==> src/rtl/subleq_loader.sv <==
// Boot-time program loader for the SUBLEQ processor: accepts a length-prefixed,
// checksummed word stream and writes it into RAM from address 0, releasing cpu_reset on success.
module subleq_loader #(
  parameter int ADDR_WIDTH = 8,
  parameter int DATA_WIDTH = 16
) (
  input  logic                  clk,
  input  logic                  reset,
  input  logic                  start,
  input  logic                  in_valid,
  input  logic [DATA_WIDTH-1:0] in_data,
  output logic                  in_ready,
  output logic                  ram_we,
  output logic [ADDR_WIDTH-1:0] ram_addr,
  output logic [DATA_WIDTH-1:0] ram_wdata,
  output logic                  cpu_reset,
  output logic                  busy,
  output logic                  done,
  output logic                  error
);

  localparam int unsigned MAX_LEN = 2 ** ADDR_WIDTH;

  typedef enum logic [2:0] {
    S_IDLE,
    S_LEN,
    S_LOAD,
    S_CHECK,
    S_DONE,
    S_ERR
  } state_e;

  state_e                state_q, state_d;
  logic [ADDR_WIDTH:0]   len_q, len_d;
  logic [ADDR_WIDTH:0]   cnt_q, cnt_d;
  logic [DATA_WIDTH-1:0] sum_q, sum_d;
  logic                  we_q, we_d;
  logic [ADDR_WIDTH-1:0] addr_q, addr_d;
  logic [DATA_WIDTH-1:0] wdata_q, wdata_d;
  logic                  xfer;

  assign in_ready  = (state_q == S_LEN) || (state_q == S_LOAD) || (state_q == S_CHECK);
  assign busy      = in_ready;
  assign done      = (state_q == S_DONE);
  assign error     = (state_q == S_ERR);
  assign cpu_reset = (state_q != S_DONE);
  assign xfer      = in_valid && in_ready;

  assign ram_we    = we_q;
  assign ram_addr  = addr_q;
  assign ram_wdata = wdata_q;

  always_comb begin
    // NOTE: every variable gets a default first so no path can infer a latch.
    state_d = state_q;
    len_d   = len_q;
    cnt_d   = cnt_q;
    sum_d   = sum_q;
    we_d    = 1'b0;
    addr_d  = addr_q;
    wdata_d = wdata_q;

    unique case (state_q)
      S_IDLE: begin
        if (start) state_d = S_LEN;
      end
      S_LEN: begin
        if (xfer) begin
          len_d = in_data[ADDR_WIDTH:0];
          cnt_d = '0;
          sum_d = '0;
          if (in_data == '0)                state_d = S_CHECK;
          else if (32'(in_data) > MAX_LEN)  state_d = S_ERR;
          else                              state_d = S_LOAD;
        end
      end
      S_LOAD: begin
        if (xfer) begin
          we_d    = 1'b1;
          addr_d  = cnt_q[ADDR_WIDTH-1:0];
          wdata_d = in_data;
          sum_d   = sum_q + in_data;
          cnt_d   = cnt_q + 1'b1;
          if (cnt_q + 1'b1 == len_q) state_d = S_CHECK;
        end
      end
      S_CHECK: begin
        if (xfer) state_d = (in_data == sum_q) ? S_DONE : S_ERR;
      end
      S_DONE, S_ERR: begin
        if (start) begin
          state_d = S_LEN;
          cnt_d   = '0;
          sum_d   = '0;
        end
      end
      default: state_d = S_IDLE;
    endcase
  end

  // NOTE: sequential state uses non-blocking assignments so all registers update together.
  always_ff @(posedge clk) begin
    if (reset) begin
      state_q <= S_IDLE;
      len_q   <= '0;
      cnt_q   <= '0;
      sum_q   <= '0;
      we_q    <= 1'b0;
      addr_q  <= '0;
      wdata_q <= '0;
    end else begin
      state_q <= state_d;
      len_q   <= len_d;
      cnt_q   <= cnt_d;
      sum_q   <= sum_d;
      we_q    <= we_d;
      addr_q  <= addr_d;
      wdata_q <= wdata_d;
    end
  end

endmodule

==> config.mk <==
export PLATFORM = sky130hd
export DESIGN_NAME = subleq_loader
export DESIGN_NICKNAME = d
export VERILOG_FILES = /design/src/rtl/subleq_loader.sv
export SDC_FILE = /design/constraint.sdc
export NUM_CORES = 1
export LEC_CHECK = 0
export ABC_CLOCK_PERIOD_IN_PS = 2600
export CORE_MARGIN = 2
export CORE_UTILIZATION = 40
export DETAILED_ROUTE_END_ITERATION = 6
export GPL_TIMING_DRIVEN = 1
export SYNTH_ARGS = -nofsm -noshare
export SYNTH_HDL_FRONTEND = slang
export SYNTH_SLANG_ARGS = --single-unit
export TNS_END_PERCENT = 100
==> constraint.sdc <==
create_clock -name clk -period 2.6 [get_ports clk]
set_input_delay 0.26 -clock clk [delete_from_list [all_inputs] [get_ports clk]]
set_output_delay 0.26 -clock clk [all_outputs]
set_load 0.01 [all_outputs]
==> run_results.csv, run 1 <==
group,metric,value,unit
layout,area_growth,26.94,%
hold_path,hp-start,"reset",
logic_synthesis,syn-instance-count,443,
setup_path,timing.rr.start,"state_q[0]",
setup_path,critPathRequiredTime,2.84,ns
floorplan,io_pins,50,
clock_network,cts_hold_buf,0,
global_route,grt_overflow,0,
logic_synthesis,yosysTopAreaCell,"dfxtp_1",
route,vias_per_cell,5.501,
power_and_ir_drop,vdd_drop_max,248.5,uV
timing,hold_viol_final,0,
route,drc,0,
route,route.met3.wl,481,um
timing,tns,0,ns
logic_synthesis,synth_edf_count,0,
global_route,grt_max_degree,42,
logic_synthesis,ys_types,57,
logic_synthesis,synth_seq_area_share,35.77,%
floorplan,dieArea,9435,um^2
global_route,grt_usage,20.85,%
logic_synthesis,synth_seq_cells,62,
timing,grt_setup_unrepaired,"false",
route,wl_per_cell,15.82,um
logic_synthesis,syn_nets,480,
clock_network,cts_tree,"done",
route,firstDrtPassIters,4,
clock_network,cts_resized,0,
setup_path,cp-end-kind,"flip-flop",
timing,fin_skew,0.008707,ns
route,vias,3394,
logic_synthesis,ys.warnings.count,0,
hold_path,worstHoldPathCells,2,
logic_synthesis,ys.flop_type,"dfxtp_1",
logic_synthesis,synthArstFlopShare,0,%
power_and_ir_drop,total_power,0.002372,W
clock_network,cts_htree_levels,3,
power_and_ir_drop,powerDensity,538.7,nW/um^2
timing,setup_viol,0,
clock_network,cts_buffer_depth,2,
setup_path,r2r_cells,5,
logic_synthesis,synth_commonest_cells,"nand2_1, dfxtp_1, a21oi_1, nor2_1",
logic_synthesis,yosysMostFrequentCell,"nand2_1",
logic_synthesis,avgSynthCellArea,7.832,um^2
logic_synthesis,synth_top_area_share,35.77,%
flow_run,maxCapViolCount,0,
timing,fmax,0.4360,GHz
clock_network,cts_buffers,9,
setup_path,critical_path.startpoint_type,"primary input",
setup_path,crit_start,"in_data[0]",
layout,post-route-util,53.07,%
setup_path,r2r_setup_slack,0.38,ns
placement,dpl.hpwl,7203,um
timing,relSlewSlack,23.81,%
floorplan,core_area,8299,um^2
clock_network,cts.clk_slew.worst_paths,0.08,ns
clock_network,post_cts_buffers,0,
setup_path,crit_fanout,2,
timing,maxSlewViolCount,0,
route,wl,9758,um
clock_network,clkLatencyLatePin,0.34,ns
clock_network,ctsRootBufferMaster,"clkbuf_8",
clock_network,clkSinkCount,62,
route,drt_iter0_drc,129,
layout,fin_area,4404,um^2
run_status,outcome,"complete, no violations",
timing,final.min_clock_period,2.294,ns
timing,fin_crit_sh,88.22,%
placement,gp_congestion,0.9406,
global_route,grt_pass1_vias,3174,
route,ant_nets,0,
floorplan,start_util,41.81,%
power_and_ir_drop,p_leak,1.620,nW
floorplan,die_w,97.14,um
floorplan,die_height,97.14,um
global_route,antenna_found_initial,0,
route,met2WireLength,4760,um
timing,timing.final.ws_setup,0.3063,ns
layout,antenna_cells,0,
hold_path,hold_path.class,"primary input to flip-flop",
global_route,grt_pass1_wl,15840,um
setup_path,crit_arrival,2.53,ns
placement,place_area,4160,um^2
layout,nets,544,
layout,fill_cells,846,
route,routed.top_layer,"met4",
logic_synthesis,syn-cell-area,3470,um^2
timing,worst_pin_slew,1.139,ns
placement,place_ws,-0.01360,ns
floorplan,placement_rows,33,
setup_path,worstSetupPathType,"primary input to flip-flop",
route,met1_length,4326,um
layout,drive_above_1_share,10.55,%
placement,port_buffers,49,
logic_synthesis,synth_area_leaders,"dfxtp_1, nand2_1, a21oi_1, ha_1, xnor2_1",
where the power goes:
group	leakage, nW	total (W)	internal (W)	switching (W)
sequential	0.500	0.000990	0.000966	0.0000245
combinational	0.999	0.000326	0.000140	0.000186
clock	0.120	0.00106	0.000642	0.000414
registers in the layout, summed over array words and instances, names as in the netlist:
name,flops
sum_q,16
len_q,9
ram_wdata,16
ram_addr,8
ram_we,1
cnt_q,9
state_q,3
worst paths after layout:
path / end
hold / removal: sum_q[5]
setup reg to reg: sum_q[4]
hold reg to reg: ram_wdata[15]
setup / recovery: sum_q[12]
kinds of logic (layout without fill, tap and decap cells):
group,count (synthesis),after routing,share of synthesized area (%)
simple gates,191,191,25.93
fa+ha+maj,17,17,6.347
flops,62,62,35.77
buf+inv,29,98,4.580
xor+xnor,24,24,6.058
mux,2,2,0.6130
compound gates,118,118,20.70
placed cells by master, fill, tap and decap left out, drive strengths merged, types with 4 or more instances in the layout:
cell	instances
a211oi	5
a21o	7
a21oi	56
a22oi	4
buf	30
clkbuf	9
clkdlybuf4s50	48
dfxtp	62
ha	16
inv	6
nand2	98
nand3	14
nand3b	6
nor2	25
nor2b	4
nor3	14
nor4	10
o21a	4
o21ai	21
xnor2	16
xor2	8
worst max-delay path, stage by stage:
cell,delay (ns)
clkdlybuf4s50_1,0.47
ha_1,0.26
fa_1,0.39
a21o_1,0.20
nand4_1,0.10
and3_1,0.21
nor4_1,0.08
or3_1,0.31
a32o_1,0.25
metrics by stage:
stage,hold slack [ns],std cells
floorplan,0.3960,443
global placement,0.4419,601
detailed placement,0.4453,601
CTS,0.2745,617
global route,0.3107,617
finish,0.2784,617
per-layer routing:
layer | vias to the layer above | global-route usage, %
li1 | 1699 | -
met4 | 0 | 7.042
met1 | 1593 | 26.21
met3 | 21 | 3.741
met5 | - | 0
met2 | 81 | 36.00
layout make-up:
type | instances | area, um^2 | share of cell area [%]
multi-input cells | 352 | 2069 | 46.99
well taps | 105 | 131.4 | 2.983
flip-flops and latches | 62 | 1241 | 28.18
clock inverters | 7 | 120.1 | 2.727
clock buffers | 9 | 123.9 | 2.813
inverters | 4 | 15.01 | 0.3409
repair buffers | 78 | 703.2 | 15.97
No activity file was read; power rests on OpenSTA's default activity.
==> run 2: changes to the inputs <==
--- a/config.mk
+++ b/config.mk
@@ -6,10 +6,12 @@
 export NUM_CORES = 1
 export LEC_CHECK = 0
 export ABC_CLOCK_PERIOD_IN_PS = 2600
+export CORE_ASPECT_RATIO = 1.75
 export CORE_MARGIN = 2
 export CORE_UTILIZATION = 40
 export DETAILED_ROUTE_END_ITERATION = 6
 export GPL_TIMING_DRIVEN = 1
+export HOLD_SLACK_MARGIN = 0.05
 export SYNTH_ARGS = -nofsm -noshare
 export SYNTH_HDL_FRONTEND = slang
 export SYNTH_SLANG_ARGS = --single-unit
==> run 2 against run 1 <==
Against the previous run: design area up 2.5%; cell count up 2.6%; critical path depth decreased by 1; worst hold slack gained 0.023 ns.
==> run_results.csv, run 2 (same netlist as run 1, synthesis figures left out) <==
group,metric,value,unit
run_status,outcome,"complete, no violations",
timing,grt_setup_unrepaired,"false",
layout,nets,548,
clock_network,cts_buffer_depth,2,
clock_network,post_cts_buffers,0,
setup_path,critPathRequiredTime,2.80,ns
route,wl,10260,um
setup_path,critical_path.startpoint_type,"primary input",
floorplan,die_w,74.40,um
setup_path,crit_arrival,2.47,ns
layout,fin_area,4514,um^2
timing,relSlewSlack,25.33,%
route,drt_iter0_drc,144,
setup_path,r2r_cells,6,
clock_network,cts_htree_levels,3,
placement,dpl.hpwl,8041,um
global_route,grt_pass1_vias,3434,
floorplan,die_height,127.2,um
layout,antenna_cells,0,
layout,final_cell_mix,"nand2_1, dfxtp_1, a21oi_1",
timing,maxSlewViolCount,0,
power_and_ir_drop,powerDensity,569.3,nW/um^2
setup_path,worstSetupPathType,"primary input to flip-flop",
floorplan,core_area,8558,um^2
global_route,grt_max_degree,56,
floorplan,io_pins,50,
flow_run,maxCapViolCount,0,
layout,final_common_cell,"nand2_1",
route,vias_per_cell,5.378,
floorplan,dieArea,9464,um^2
layout,seqCellArea,1241,um^2
global_route,grt_usage,23.24,%
power_and_ir_drop,p_leak,1.672,nW
timing,final.min_clock_period,2.278,ns
floorplan,start_util,40.54,%
timing,setup_viol,0,
setup_path,cp_cell_sequence,"clkdlybuf4s50_1 -> ha_1 -> or4b_1 -> or4_1 -> o21ai_2 -> nor4_1 -> a31oi_1 -> o21ai_1",
timing,fmax,0.4390,GHz
timing,hold_viol_final,0,
global_route,grt_overflow,0,
setup_path,crit_fanout,2,
clock_network,cts_buffers,9,
setup_path,slowest_stage,"or4b_1",
power_and_ir_drop,vdd_drop_max,341.9,uV
timing,tns,0,ns
timing,fin_skew,0.007301,ns
route,vias,3404,
clock_network,cts_tree,"done",
setup_path,critPathMaxStageDelay,0.57,ns
clock_network,ctsRootBufferMaster,"clkbuf_16",
layout,fill_cells,891,
timing,worst_pin_slew,1.116,ns
hold_path,worstHoldPathCells,4,
layout,drive_above_1_share,11.24,%
global_route,grt_pass1_wl,16540,um
layout,multi_input_area,2069,um^2
timing,fin_crit_sh,87.62,%
floorplan,placement_rows,45,
setup_path,cp-end-kind,"flip-flop",
clock_network,cts.clk_slew.worst_paths,0.05,ns
route,drc,0,
clock_network,cts_hold_buf,0,
hold_path,hold_path.class,"primary input to flip-flop",
placement,place_area,4205,um^2
route,firstDrtPassIters,5,
layout,area_growth,30.11,%
clock_network,clkLatencyLatePin,0.33,ns
global_route,antenna_found_initial,0,
power_and_ir_drop,total_power,0.002570,W
route,ant_nets,0,
clock_network,cts_resized,0,
clock_network,clkSinkCount,62,
placement,port_buffers,49,
route,wl_per_cell,16.20,um
placement,gp_congestion,0.9004,
## run 2: cell types whose count changed in the layout (fill, tap and decap cells not counted), sizes merged
| cell | change |
|---|---|
| clkbuf | +2 |
| buf | +4 |
| clkinv | +1 |
| bufinv | -2 |
| inv | -1 |
## run 2: critical path, delay by kind of cell
family                     cells  cell delay, ns
buffers and inverters          1            0.45
and+or+nand+nor                3            1.07
adders and majority gates      1            0.31
AOI/OAI and AO/OA              3            0.39
## run 2: worst paths after layout
kind	slack [ns]	startpoint	endpoint
hold / removal	0.30	reset	cnt_q[7]
setup / recovery	0.32	in_data[2]	state_q[0]
setup reg to reg	0.39	state_q[0]	sum_q[3]
hold reg to reg	0.45	ram_addr[3]	ram_addr[3]
## run 2: cell type report
cell class / instances / share of cell area (%)
Timing Repair Buffer: 82 / 16.24
Clock buffer: 11 / 5.599
Inverter: 4 / 0.3326
Tap cell: 117 / 3.243
Multi-Input combinational cell: 352 / 45.84
Sequential cell: 62 / 27.49
Clock inverter: 5 / 1.247
## run 2: per-stage QoR
stage / instances / util [%] / hold WS (ns) / setup WS (ns)
global placement: 617 / 49.14 / 0.4406 / 0.0009690
detailed placement: 617 / 49.14 / 0.4461 / -0.02188
floorplan: 443 / - / 0.3960 / 0.5077
finish: 633 / 52.75 / 0.3011 / 0.3219
CTS: 633 / 52.75 / 0.2939 / 0.3229
global route: 633 / 52.75 / 0.3286 / 0.1973
## run 2: where the power goes
group	switching (W)	internal [W]
Combinational	0.000198	0.000147
Sequential	0.0000183	0.000967
Clock	0.000446	0.000793
Total	0.000662	0.00191
## run 2: per-layer routing
| layer | vias up | track usage, % | wire length, um |
|---|---|---|---|
| met2 | 77 | 43.68 | 5865 |
| met5 | - | 0 | 0 |
| met1 | 1592 | 22.71 | 3670 |
| li1 | 1704 | - | - |
| met3 | 31 | 3.470 | 249 |
| met4 | 0 | 13.66 | 471 |
==> run 3: changes to the inputs <==
--- a/config.mk
+++ b/config.mk
@@ -8,7 +8,7 @@
 export ABC_CLOCK_PERIOD_IN_PS = 2600
 export CORE_ASPECT_RATIO = 1.75
 export CORE_MARGIN = 2
-export CORE_UTILIZATION = 40
+export CORE_UTILIZATION = 25
 export DETAILED_ROUTE_END_ITERATION = 6
 export GPL_TIMING_DRIVEN = 1
 export HOLD_SLACK_MARGIN = 0.05
==> run 3 against run 2 <==
Against the previous run: register-to-register slack improved by 0.04 ns; via count increased by 1.6%; utilization decreased by 20 points; critical path type unchanged; critical endpoint unchanged; largest power group unchanged.
==> run_results.csv, run 3 (same netlist as run 1, synthesis figures left out) <==
group,metric,value,unit
placement,gp_congestion,0.9151,
setup_path,crit_start,"in_data[4]",
layout,nets,542,
route,vias,3457,
clock_network,cts_resized,0,
floorplan,placement_rows,57,
layout,stdcell_count,687,
global_route,grt_max_degree,56,
floorplan,dieArea,14870,um^2
clock_network,ctsRootBufferMaster,"clkbuf_16",
setup_path,r2r_cells,7,
clock_network,cts_buffer_depth,2,
setup_path,crit-reg2reg-capture,"sum_q[3]",
layout,area_growth,30.04,%
setup_path,crit_fanout,2,
hold_path,hold_path.class,"primary input to flip-flop",
floorplan,io_pins,50,
global_route,antenna_found_initial,0,
power_and_ir_drop,p_leak,1.624,nW
setup_path,cp-end-kind,"flip-flop",
timing,relSlewSlack,32.44,%
route,vias_per_cell,5.032,
hold_path,min_delay_worst_endpoint,"cnt_q[7]",
floorplan,start_util,25.34,%
timing,grt_setup_unrepaired,"false",
timing,worst_pin_slew,1.010,ns
power_and_ir_drop,vdd_drop_max,246.9,uV
clock_network,cts_tree,"done",
timing,hold_viol_final,0,
layout,final_common_cell,"nand2_1",
placement,placed_cells,671,
floorplan,core_area,13690,um^2
layout,fin_area,4512,um^2
route,drc,0,
clock_network,cts.clk_slew.worst_paths,0.05,ns
global_route,grt_pass1_vias,3476,
setup_path,timing.rr.start,"state_q[2]",
timing,timing.final.ws_setup,0.3294,ns
floorplan,die_height,159.8,um
placement,place_area,4235,um^2
timing,tns,0,ns
clock_network,post_cts_buffers,0,
placement,dpl.hpwl,8129,um
route,wl,10450,um
setup_path,critical_path.startpoint_type,"primary input",
timing,setup_viol,0,
setup_path,critPathRequiredTime,2.79,ns
layout,antenna_cells,0,
timing,fmax,0.4404,GHz
setup_path,crit_arrival,2.46,ns
placement,place_ws,0.009998,ns
clock_network,cts_buffers,9,
flow_run,maxCapViolCount,0,
global_route,grt_usage,14.63,%
timing,final.min_clock_period,2.271,ns
clock_network,clkSinkCount,62,
layout,drive_above_1_share,10.00,%
route,wl_per_cell,15.22,um
hold_path,worstHoldPathCells,4,
run_status,outcome,"complete, no violations",
timing,fin_crit_sh,87.33,%
power_and_ir_drop,powerDensity,536.4,nW/um^2
route,drt_iter0_drc,259,
placement,port_buffers,49,
setup_path,worstSetupPathType,"primary input to flip-flop",
timing,maxSlewViolCount,0,
hold_path,hp-start,"reset",
timing,fin_skew,0.002084,ns
layout,final_cell_mix,"nand2_1, dfxtp_1, a21oi_1",
setup_path,r2r_setup_slack,0.43,ns
global_route,grt_pass1_wl,17170,um
clock_network,cts_hold_buf,0,
route,firstDrtPassIters,4,
floorplan,die_w,93.06,um
route,ant_nets,0,
global_route,grt_overflow,0,
clock_network,clkLatencyLatePin,0.33,ns
clock_network,cts_htree_levels,3,
-- run 3: cell count changes in the layout (fill, tap and decap cells not counted), sizes merged --
cell	previous run	this run
buf	34	28
bufinv	1	0
clkinvlp	1	2
-- run 3: critical path: stages --
cell and delay [ns]:
clkdlybuf4s50_1 0.49, ha_1 0.34, or4b_1 0.46, or4_1 0.42, o21ai_2 0.16, nor4_1 0.07, a31oi_1 0.18, o21ai_1 0.08
-- run 3: how the worst max path moves through the flow --
stage          cells past startpoint    endpoint  slack, ns
6_report                           8  state_q[0]       0.33
3_3_place_gp                       8  state_q[0]       0.03
5_1_grt                            8   sum_q[15]       0.12
2_1_floorplan                      8   sum_q[12]       0.51
3_5_place_dp                       8  state_q[0]       0.01
4_1_cts                            8  state_q[0]       0.34
-- run 3: metrics by stage --
step / hold slack, ns / total power (W) / utilization (%)
2_1_floorplan: 0.3960 / 0.001203 / -
3_3_place_gp: 0.4401 / 0.001331 / 30.93
3_5_place_dp: 0.4456 / 0.001335 / 30.93
4_1_cts: 0.2869 / 0.002444 / 32.95
5_1_grt: 0.3273 / 0.002521 / 32.95
6_report: 0.2933 / 0.002420 / 32.95
-- run 3: layer usage --
| layer | global-route usage (%) | vias to the layer above | share of wire (%) |
|---|---|---|---|
| met1 | 14.54 | 1647 | 37 |
| met2 | 27.57 | 87 | 56 |
| li1 | - | 1699 | - |
| met4 | 7.821 | 0 | 3.4 |
| met3 | 3.019 | 24 | 3.5 |
| met5 | 0 | - | 0 |
-- run 3: power breakdown --
part	internal, W	total, W	switching [W]
Combinational	0.000134	0.000320	0.000186
Sequential	0.000967	0.000994	0.0000264
Clock	0.000670	0.00111	0.000436
Total	0.00177	0.00242	0.000648
-- run 3: cell type report --
| type | instances | area [um^2] |
|---|---|---|
| Fill cell | 1467 | 9181 |
| Multi-Input combinational cell | 352 | 2069 |
| Sequential cell | 62 | 1241 |
| Timing Repair Buffer | 76 | 688.2 |
| Clock buffer | 11 | 242.7 |
| Tap cell | 177 | 221.5 |
| Clock inverter | 5 | 33.78 |
| Inverter | 4 | 15.01 |
